<file path="src/rtl/mem_access_unit_pkg.sv">
// Shared types and encodings for the load/store memory access unit.
package mem_access_unit_pkg;

  localparam int unsigned XLEN = 32;

  localparam logic [1:0] MEM_BYTE = 2'd0;
  localparam logic [1:0] MEM_HALF = 2'd1;
  localparam logic [1:0] MEM_WORD = 2'd2;

  typedef enum logic [1:0] {
    MAU_IDLE = 2'd0,
    MAU_RD   = 2'd1,
    MAU_WR   = 2'd2,
    MAU_RESP = 2'd3
  } mau_state_t;

  // Request fields kept for the whole transaction; only the byte offset of the address is needed.
  typedef struct packed {
    logic            wr;
    logic [1:0]      op;
    logic            ext;
    logic [1:0]      off;
    logic [XLEN-1:0] wdata;
  } mau_req_t;

  function automatic logic is_misaligned(input logic [1:0] op, input logic [1:0] off);
    case (op)
      MEM_BYTE: is_misaligned = 1'b0;
      MEM_HALF: is_misaligned = off[0];
      MEM_WORD: is_misaligned = (off != 2'd0);
      default:  is_misaligned = 1'b1;
    endcase
  endfunction

endpackage

</file>
<file path="src/rtl/mau_lane.sv">
// Byte/half lane handling: load extraction with zero/sign extension and
// sub-word merge of store data into a read word.
module mau_lane
  import mem_access_unit_pkg::*;
(
  input  logic [XLEN-1:0] i_word,
  input  logic [1:0]      i_off,
  input  logic [1:0]      i_op,
  input  logic            i_ext,
  input  logic [XLEN-1:0] i_sdata,
  output logic [XLEN-1:0] o_load,
  output logic [XLEN-1:0] o_store
);

  logic [7:0]  w_byte;
  logic [15:0] w_half;

  always_comb begin
    w_byte  = i_word[{i_off, 3'b000} +: 8];
    w_half  = i_off[1] ? i_word[31:16] : i_word[15:0];
    o_load  = i_word;
    o_store = i_sdata;
    case (i_op)
      MEM_BYTE: begin
        o_load  = {{24{i_ext & w_byte[7]}}, w_byte};
        o_store = i_word;
        o_store[{i_off, 3'b000} +: 8] = i_sdata[7:0];
      end
      MEM_HALF: begin
        o_load  = {{16{i_ext & w_half[15]}}, w_half};
        o_store = i_word;
        if (i_off[1]) o_store[31:16] = i_sdata[15:0];
        else          o_store[15:0]  = i_sdata[15:0];
      end
      default: ;
    endcase
  end

endmodule

</file>
<file path="config.mk">
export PLATFORM = sky130hd
export DESIGN_NAME = mau_lane
export DESIGN_NICKNAME = d
export VERILOG_FILES = /design/src/rtl/mem_access_unit_pkg.sv /design/src/rtl/mau_lane.sv
export SDC_FILE = /design/constraint.sdc
export NUM_CORES = 1
export LEC_CHECK = 0
export CORE_AREA = 2 2 62 64
export DETAILED_ROUTE_END_ITERATION = 10
export DIE_AREA = 0 0 64 66
export DONT_BUFFER_PORTS = 1
export MAX_ROUTING_LAYER = met4
export PLACE_DENSITY = 0.61
export SETUP_SLACK_MARGIN = 0.1
export SYNTH_ARGS = -nofsm -noshare
export SYNTH_HDL_FRONTEND = slang
export SYNTH_SLANG_ARGS = --single-unit
</file>
<file path="constraint.sdc">
create_clock -name vclk -period 1.4
set_input_delay 0 -clock vclk [all_inputs]
set_output_delay 0 -clock vclk [all_outputs]
set_load 0.1 [all_outputs]
</file>
==> results of run 1 <==
timing repair:
| action | in CTS |
|---|---|
| setup buffers | 5 |
| pin swaps | 2 |
| setup endpoints to repair | 46 |
| resized for setup | 17 |
logic make-up after synthesis:
group / after synthesis
compound gates: 98
fa+ha+maj: 5
buf+inv: 28
mux: 13
simple gates: 90
per-stage QoR:
step                       util  hold WS, ns
after floorplan               -        0.236
after global placement    0.903        0.207
after detailed placement  0.903        0.211
after CTS                 0.944        0.210
==> results_dict.tcl, run 1 <==
set metrics [dict create \
    status "did not finish" \
    lastStage "global routing (5_1_grt)" \
    error_line "[ERROR DPL-0038] Utilization greater than 100%, impossible to legalize" \
    synth_area_um2 1530 \
    die_x_um 64 \
    synth.area.mux_share 0.0910 \
    hpwl_um 6630 \
    yosysWarningCount 0 \
    io_buffers 0 \
    synth_top_area_share 0.157 \
    place.gp.congestion 0.958 \
    synthSimpleGateAreaFrac 0.270 \
    grt_max_degree 62 \
    place_ws_ns -0.100 \
    yosysSeqAreaShare 0 \
    syn_nets 308 \
    synth-xor-area-share 0 \
    synthCells 234 \
    synth_area_leaders "nand2_1, a221o_1, a21oi_2, a22o_1, o21ai_0" \
    synth.avg_cell_area_um2 6.52 \
    synth_top_cell_by_area "nand2_1" \
    synth_common_cells "nand2_1, a221o_1, o21ai_0" \
    start_util 0.430 \
    synth_fa_ha_area_frac 0.0410 \
    placed_area_um2 3210 \
    io_pins 133 \
    synth_compound_area_frac 0.511 \
    dpl.cell_count 336 \
    ys_types 37 \
    fp.dieH_um 66 \
    synth_top_family_by_area "compound AO/OA/AOI/OAI gates" \
    grt-worst-endpoint "o_store[23]" \
    rows 22 \
    worst_path_end_type "top-level output" \
    hold_buffers 0 \
    synth_most_common_cell "nand2_1" \
]
==> run 2: changes to the inputs <==
==> config.mk (replaced) <==
export PLATFORM = sky130hd
export DESIGN_NAME = mau_lane
export DESIGN_NICKNAME = d
export VERILOG_FILES = /design/src/rtl/mem_access_unit_pkg.sv /design/src/rtl/mau_lane.sv
export SDC_FILE = /design/constraint.sdc
export NUM_CORES = 1
export LEC_CHECK = 0
export CORE_AREA = 2 2 75 77
export DETAILED_ROUTE_END_ITERATION = 10
export DIE_AREA = 0 0 77 79
export DONT_BUFFER_PORTS = 1
export PLACE_DENSITY_LB_ADDON = 0.15
export SYNTH_ARGS = -nofsm -noshare
export SYNTH_HDL_FRONTEND = slang
export SYNTH_SLANG_ARGS = --single-unit
==> constraint.sdc (replaced) <==
create_clock -name vclk -period 1.8
set_input_delay 0 -clock vclk [all_inputs]
set_output_delay 0 -clock vclk [all_outputs]
set_load 0.1 [all_outputs]
==> run 2 against run 1 <==
The run now ends clean. Synthesized cell count unchanged. Area after synthesis unchanged.
==> results_dict.tcl, run 2 <==
set metrics [dict create \
    crit_chain "mux2i_1 > o32a_1 > o211a_2 > a21oi_2 > buf_12" \
    first_pass_iters 5 \
    wl_per_cell_um 22.0 \
    synth_top_cell_by_area "nand2_1" \
    max_slew_margin 0.427 \
    drt_iter0_drc 111 \
    slew_violations 0 \
    p_leak_nw 1.23 \
    synth_area_um2 1530 \
    seqCellArea_um2 0 \
    hold_buffers 0 \
    hpwl_um 6370 \
    cts_setup_buffers 0 \
    synth_most_common_cell "nand2_1" \
    fillerInstances 509 \
    rsz0062_at_grt "false" \
    critPathKind "in -> out" \
    clkbuf_count 0 \
    fin_cells 362 \
    final_cell_mix "nand2_1, buf_12, buf_4, inv_1" \
    setup_tns_ns 0 \
    grt_pass1_wl_um 12700 \
    flops_and_latches 0 \
    syn_nets 308 \
    fin_util 0.571 \
    max_cap_violations 0 \
    wl_um 7980 \
    timing.final.crit_share 0.886 \
    design_area_um2 3050 \
    start_util 0.286 \
    coreArea_um2 5340 \
    die_x_um 77 \
    crit_end "o_load[29]" \
    grt_overflow 0 \
    synth_common_cells "nand2_1, a221o_1, o21ai_0" \
    grtUsageTotal 0.258 \
    die-area_um2 6080 \
    insertedDiodeCount 0 \
    antenna_left 0 \
    vias 2196 \
    multi_input_area_um2 1680 \
    vias_per_cell 6.07 \
    synthCells 234 \
    grt_max_degree 62 \
    max-vdd-ir-drop_mv 0.357 \
    worstMarginPinSlew_ns 0.860 \
    synth.avg_cell_area_um2 6.52 \
    status "finished, final reports clean" \
    setup_viol 0 \
    critPathMaxFanout 27 \
    placed_area_um2 3050 \
    synth_top_area_share 0.157 \
    critPathLaunch "i_off[1]" \
    area_growth_pct 99.8 \
    cp_slowest_cell "o211a_2" \
    p_per_area_nw_per_um2 661 \
    crit_path_end_kind "primary output" \
    cp.required_ns 1.80 \
    dpl.cell_count 362 \
    setup.worst_path.start_class "primary input" \
    yosysWarningCount 0 \
    antenna_found_initial 0 \
    layout_min_cycle_time_ns 1.60 \
    hp-class "in -> out" \
    slowest_delay_ns 0.76 \
    io_pins 133 \
    fp.dieH_um 79 \
    io_buffers 0 \
    clock.fmax_ghz 0.627 \
    yosysSeqAreaShare 0 \
    layout.cells.most_common "nand2_1" \
    cts_resized 0 \
    drive_gt1_frac 0.445 \
    route.detailed.drc 0 \
    final_net_count 366 \
    grt_pass1_vias 2310 \
    place.gp.congestion 0.870 \
    hold_viol_final 0 \
    ys_types 37 \
    cp.arrival_ns 1.60 \
    synth_area_leaders "nand2_1, a221o_1, a21oi_2, a22o_1, o21ai_0" \
    rows 27 \
]
==> run 2: worst min path at each step <==
stage / startpoint / endpoint / slack (ns) / cells after the start
3_3_place_gp: i_op[1] / o_store[20] / 0.20 / 2
4_1_cts: i_op[1] / o_store[20] / 0.20 / 2
3_5_place_dp: i_op[1] / o_store[20] / 0.20 / 2
5_1_grt: i_op[1] / o_store[20] / 0.21 / 2
2_1_floorplan: i_sdata[16] / o_store[16] / 0.24 / 1
6_report: i_op[1] / o_store[20] / 0.21 / 2
==> run 2: per-stage QoR <==
| step | total power [mW] | worst slack, ns | hold WS (ns) |
|---|---|---|---|
| 3_5_place_dp | 2.02 | 0.228 | 0.204 |
| 6_report | 2.01 | 0.205 | 0.206 |
| 4_1_cts | 2.02 | 0.223 | 0.204 |
| 5_1_grt | 2.07 | 0.100 | 0.206 |
| 3_3_place_gp | 2.00 | 0.344 | 0.203 |
| 2_1_floorplan | 1.41 | -0.501 | 0.236 |
==> run 2: layer usage <==
layer | track usage | routed length (um) | vias to the layer above
met1 | 0.313 | 3090 | 1039
met2 | 0.460 | 3880 | 132
met3 | 0.0670 | 892 | 10
li1 | - | - | 1015
met4 | 0.0571 | 115 | 0
met5 | 0 | 0 | -
==> run 2: logic make-up after synthesis <==
family / after synthesis / synth area share
mux: 13 / 0.0910
buf+inv: 28 / 0.0877
fa+ha+maj: 5 / 0.0410
compound gates: 98 / 0.511
simple gates: 90 / 0.270
==> run 2: layout make-up <==
| type | instances | area share |
|---|---|---|
| Multi-Input combinational cell | 206 | 0.552 |
| Timing Repair Buffer | 72 | 0.403 |
| Tap cell | 72 | 0.0295 |
| Inverter | 12 | 0.0156 |
==> run 2: power by group <==
group | leakage [nW] | switching (mW) | total (mW) | internal (mW)
Sequential | 0 | 0 | 0 | 0
Clock | 0 | 0 | 0 | 0
Combinational | 1.23 | 1.34 | 2.01 | 0.674
Total | 1.23 | 1.34 | 2.01 | 0.674
==> run 2: critical path, delay by kind of cell <==
| family | cells | cell delay (ns) |
|---|---|---|
| AO/OA/AOI/OAI | 3 | 1.12 |
| buffers and inverters | 1 | 0.22 |
| multiplexers | 1 | 0.23 |
No activity file was read; power rests on OpenSTA's default activity.
